**config.mk**
```make
export PLATFORM = sky130hd
export DESIGN_NAME = q6_shifter
export DESIGN_NICKNAME = d
export VERILOG_FILES = /design/src/rtl/q6_shifter_pkg.sv /design/src/rtl/q6_shifter_comb.sv /design/src/rtl/q6_shifter.sv
export SDC_FILE = /design/constraint.sdc
export NUM_CORES = 1
export LEC_CHECK = 0
export CAP_MARGIN = 10
export CORE_AREA = 2 2 39 41
export CTS_CLUSTER_DIAMETER = 50
export DETAILED_ROUTE_END_ITERATION = 8
export DIE_AREA = 0 0 41 43
export HOLD_SLACK_MARGIN = 0.1
export PLACE_DENSITY_LB_ADDON = 0.3
export SLEW_MARGIN = 20
export SYNTH_ARGS = -nofsm -noshare
export SYNTH_HDL_FRONTEND = slang
export SYNTH_SLANG_ARGS = --single-unit
```
**constraint.sdc**
```tcl
create_clock -name clk -period 0.8 [get_ports clk]
set_clock_uncertainty 0.15 [all_clocks]
set_input_delay 0.16 -clock clk [delete_from_list [all_inputs] [get_ports clk]]
set_output_delay 0.16 -clock clk [all_outputs]
set_load 0.01 [all_outputs]
```
**src/rtl/q6_shifter_pkg.sv**
```systemverilog
// Shared types and constants for the 4-bit one-hot-select shifter.
// The shift-amount encoding is used by the combinational datapath.
package q6_shifter_pkg;

    localparam int DATA_W = 4;
    localparam int SEL_W  = 4;

    typedef logic [1:0] shamt_t;

    localparam shamt_t SH0 = 2'd0;
    localparam shamt_t SH1 = 2'd1;
    localparam shamt_t SH2 = 2'd2;
    localparam shamt_t SH3 = 2'd3;

endpackage

```
**src/rtl/q6_shifter_comb.sv**
```systemverilog
// Combinational core: decode the one-hot select, flag illegal selects,
// and rotate or shift the 4-bit word left by the decoded amount.
module shifter4_comb
    import q6_shifter_pkg::*;
#(
    parameter bit ROTATE = 1'b1
) (
    input  logic [DATA_W-1:0] data_in,
    input  logic [SEL_W-1:0]  sel,
    output logic [DATA_W-1:0] result,
    output logic              sel_err
);

    shamt_t            amount;
    logic              legal;
    logic [DATA_W-1:0] shifted;

    // sel is {i,j,k,l}; anything other than a single set bit is illegal
    always_comb begin
        amount = SH0;
        legal  = 1'b1;
        case (sel)
            4'b0001: amount = SH0;
            4'b0010: amount = SH1;
            4'b0100: amount = SH2;
            4'b1000: amount = SH3;
            default: legal  = 1'b0;
        endcase
    end

    always_comb begin
        shifted = '0;
        case (amount)
            SH0: shifted = data_in;
            SH1: shifted = ROTATE ? {data_in[2:0], data_in[3]}
                                  : {data_in[2:0], 1'b0};
            SH2: shifted = ROTATE ? {data_in[1:0], data_in[3:2]}
                                  : {data_in[1:0], 2'b00};
            SH3: shifted = ROTATE ? {data_in[0], data_in[3:1]}
                                  : {data_in[0], 3'b000};
            default: shifted = '0;
        endcase
    end

    always_comb begin
        result  = legal ? shifted : '0;
        sel_err = ~legal;
    end

endmodule

```
**src/rtl/q6_shifter.sv**
```systemverilog
// Top level: registers the combinational shifter result and its select-error
// flag, one cycle of latency, with asynchronous active-high clear.
module q6_shifter
    import q6_shifter_pkg::*;
#(
    parameter bit ROTATE = 1'b1
) (
    input  logic clk,
    input  logic rst,
    input  logic A,
    input  logic B,
    input  logic C,
    input  logic D,
    input  logic i,
    input  logic j,
    input  logic k,
    input  logic l,
    output logic W,
    output logic X,
    output logic Y,
    output logic Z,
    output logic sel_err
);

    logic [DATA_W-1:0] comb_r;
    logic              comb_err;
    logic [DATA_W-1:0] r_d;
    logic [DATA_W-1:0] r_q;
    logic              err_d;
    logic              err_q;

    shifter4_comb #(
        .ROTATE (ROTATE)
    ) u_comb (
        .data_in (({A, B, C, D})),
        .sel     (({i, j, k, l})),
        .result  (comb_r),
        .sel_err (comb_err)
    );

    always_comb begin
        r_d   = comb_r;
        err_d = comb_err;
    end

    always_ff @(posedge clk or posedge rst) begin
        if (rst) begin
            r_q   <= '0;
            err_q <= 1'b0;
        end else begin
            r_q   <= r_d;
            err_q <= err_d;
        end
    end

    assign {W, X, Y, Z} = r_q;
    assign sel_err      = err_q;

endmodule

```
== Word-level counts from Yosys, hierarchy flattened ==
Cells that the tools add are included.
W data, S select, Z words.
Operators by class
  bitwise gates (word level): 1
  reduce and logical (&&, ||, !) cells: 2
  equality and inequality tests: 7
  multiplexer cells: 4
Operators by type and width (number)
  $pmux W4 S4: 1
  $pmux W2 S3: 1
  $eq A2 B2 Y1 const B: 2
  $eq A4 B1 Y1 const B: 1
  $eq A4 B2 Y1 const B: 1
  $eq A4 B3 Y1 const B: 1
  $eq A4 B4 Y1 const B: 1
  $mux W4: 1
  $reduce_or A4 Y1: 1
  $eq A2 B1 Y1 const B: 1
  $logic_not A2 Y1: 1
  $mux W1: 1
  $not A1 Y1: 1
Word-level totals
  output and inout port bits: 5
  logic and storage cells: 16
  bits of input ports: 10
  bits in registers: 5

== Longest topological paths before layout ==
  word-level depth: 5
  depth in mapped cells: 4
  depth with buffers taken out: 3

== Cells and area by module ==
From an unflattened synthesis, not the netlist that was laid out.
Unflattened totals
  cells, all modules: 42
  area, all modules: 384.1 sq um
By module, submodules not included
  shifter4_comb: sequential area each 0.0 sq um, instances 1, area an instance 255.2 sq um, cells each 36
  q6_shifter: sequential area each 125.1 sq um, instances 1, area an instance 128.9 sq um, cells each 6

== Least setup slack after synthesis ==
No wires, ideal clock.
  path kind: input -> register
  start point: in i
  end point: reg err_q (netlist: sel_err)
  buffers on the path: 1
  arrival: 0.795 ns
  library setup time: 0.119 ns
  slack: -0.264 ns
  stages on the path: 3
  required time: 0.531 ns
  cell sequence: buf_4 -> nor4b_4 -> o21ba_1
On the way
  word-level cells in the longest chain between the ends: 4
  elaborated cells between the ends (all ways): 7
  those cells by class: 4 x eq/ne; 1 x mux; 1 x bitwise; 1 x reduce/logical
Ends and longest elaborated chain
  from (decl): RTL line q6_shifter.sv:14  | input logic i,
  $eq A4 B1 Y1, or another cell as far along: RTL line q6_shifter_comb.sv:22  | case (sel)
  $reduce_or A4 Y1 (no line) (*)
  $mux W1 (*): RTL line q6_shifter_comb.sv:22
  $not A1 Y1 (*): RTL line q6_shifter_comb.sv:47  | sel_err = ~legal;
  via comb_err: RTL line q6_shifter.sv:26  | logic comb_err;
  to (signal assigned): RTL line q6_shifter.sv:52  | err_q <= err_d;
  to (decl): RTL line q6_shifter.sv:30  | logic err_q;
The timed path passes the listed nets; every way through them passes the cells marked *.

== Worst setup path in the final report ==
  start point: reg r_q[3]
  end point: out W
RTL lines
  from (decl): RTL line q6_shifter.sv:28  | logic [DATA_W-1:0] r_q;
  from (signal assigned): RTL line q6_shifter.sv:51  | r_q <= r_d;
  to (decl): RTL line q6_shifter.sv:18  | output logic W,
No word-level cell between the ends.

==> impl_metrics.toml <==
[routing]
drtPass1Iterations = 2
ant_nets = 0
via_per_inst = 4.92
routedWlPerCell_microns = 12.2
num_vias = 379
dr.first_iter.drc_count = 6
drt_wl_total_microns = 939
drt_drc_violations_left = 0

[layout]
drive_gt1_frac = 0.541
fill_cells = 145
layout.nets = 72
regArea_sq_um = 125
num_antenna_cells = 0
layout.cells.non_filler = 77
multiInputGateArea_sq_um = 233
area_delta_synth_final_pct = 79.0

[place]
dp_cells = 71
gp_congestion = 0.861
portBuffers = 14
detailed_place_hpwl_microns = 643
preCtsSetupSlack_ns = -0.827

[clock_tree]
clock-root-buffer = "clkbuf_4"
clk_pin_slew_ns = 0.04
htreeDepth = 1
cts.sinks = 5
cts_buffer_depth = 2
cts_buffers = 3
cts_tree = "built"

[die]
rows = 14
core_region_area_sq_um = 1380
dieArea_sq_um = 1760
die_x_microns = 41
start_util = 0.254
io_pins = 15
die_height_microns = 43

[critical_path]
slowest_stage = "dfrtp_1"
critPathKind = "register to output port"
crit_family = "flip-flops"
critPathMaxFanout = 1
critPathBufInv = 1
crit_required_ns = 0.49
start_kind = "register"
crit_path_end_kind = "output port"
crit_chain = "buf_6"
arrival_ns = 0.72
slowest_delay_ns = 0.36

[yosys]
synth_cells = 34
ys_warn_count = 0
synth_top_area_share = 0.356
ys_types = 19
async_flop_share = 1.00
synth_edf_count = 0
netlist_top_cells_area = "dfrtp_1 (36%), a32oi_1 (10%), nor2b_1 (7.1%), nor4b_4 (6.8%), a22oi_1 (6.4%)"
ys_ff_latch = 5
yosys_most_used_dff = "dfrtp_1"
ys_seq_area_frac = 0.356
yosysMostFrequentCell = "dfrtp_1"
yosys.area.top_type = "dfrtp_1"
synthesis.area_sq_um = 352
synth_nets = 44
synth_area_per_cell_sq_um = 10.3
synth_top_cells_by_count = "dfrtp_1 (5), a32oi_1 (4), nor2b_1 (4)"

[global_route]
antenna_found_initial = 0
track_usage = 0.133
grt_pass1_wl_microns = 1550
grt_max_degree = 8
grt_pass1_vias = 413
gr-total-overflow = 0

[timing]
finalSetupTns_ns = -1.41
fin_hold_ws_ns = -0.0265
timing.final.crit_period_ns = 1.03
min_period_over_period = 1.28
drv_slew = 0
finalSetupViolCount = 10
max_freq_mhz = 975
hold_viol = 5
relSlewSlack = 0.775
fin_ws_ns = -0.225
worst_pin_slew_ns = 0.336
rsz0062_at_grt = "yes"

[pwr]
powerDensity_nw_per_um2 = 1260
vdd_drop_max_mv = 0.396
power.leakage_nw = 0.284

[min_path]
hold_class = "input pin to asynchronous set/reset pin"

[status]
status = "finished, violations left"
violations = "hold timing, setup timing"

[run]
maxCapViolations = 0
==> worst max path at each step <==
stage            from      end  slack, ns  cells past startpoint
3_3_place_gp        k  sel_err      -0.81                      3
4_1_cts        r_q[3]        W      -0.23                      1
3_5_place_dp        i   r_q[1]      -0.83                      4
5_1_grt        r_q[2]        X      -0.26                      1
6_report       r_q[3]        W      -0.23                      1
2_1_floorplan       i  sel_err      -0.25                      3
==> layer usage <==
metal,share of wire,GRT usage
met4,0.024,0.153
met1,0.36,0.132
met2,0.55,0.203
met3,0.062,0.0157
met5,0,0
==> report_power, final <==
group	leakage [nW]	switching [mW]	internal, mW
clock network	0.0150	0.0906	0.188
registers	0.0644	0.00463	0.270
logic	0.204	0.104	0.138
total	0.284	0.199	0.595
==> layout by cell type, fill, tap and decap left out, types with 2 or more instances in the layout <==
cell type | Yosys | layout
a22oi_2 | 0 | 2
a32oi_1 | 4 | 4
buf_2 | 0 | 2
buf_4 | 1 | 13
buf_6 | 1 | 3
clkbuf_4 | 0 | 3
dfrtp_1 | 5 | 5
nor2b_1 | 4 | 2
nor2b_4 | 0 | 2
o31ai_1 | 3 | 3
==> cells by family after synthesis <==
kind of cell | after synthesis | synth area share
buffers and inverters | 3 | 0.0641
DFF | 5 | 0.356
xor gates and xnor gates | 1 | 0.0249
and+or+nand+nor | 10 | 0.214
AOI/OAI and AO/OA | 15 | 0.342
==> registers in the layout, summed over array words and instances (netlist names) <==
register and cells:
r_q 4, sel_err 1
==> metrics by stage <==
| step | total power [mW] | cell area, sq um | util |
|---|---|---|---|
| floorplan | 0.367 | 359 | - |
| global placement | 0.495 | 561 | 0.405 |
| detailed placement | 0.495 | 561 | 0.405 |
| CTS | 0.782 | 589 | 0.426 |
| global route | 0.847 | 629 | 0.455 |
| finish | 0.794 | 629 | 0.455 |
==> what timing repair did <==
action / 4_1_cts / 5_1_grt
hold endpoints to repair: 5 / 5
buffers inserted: 0 / 2
pin swaps: 6 / 5
gates resized for setup: 59 / 7
endpoints found under the setup margin: 10 / 10
==> area by class of cell <==
type                       count  area share
multi-input combinational     26       0.370
sequential                     5       0.199
tap                           16      0.0318
inverter                       1     0.00596
timing repair buffer          25       0.352
clock buffer                   4      0.0417
No activity file was read; power rests on OpenSTA's default activity.
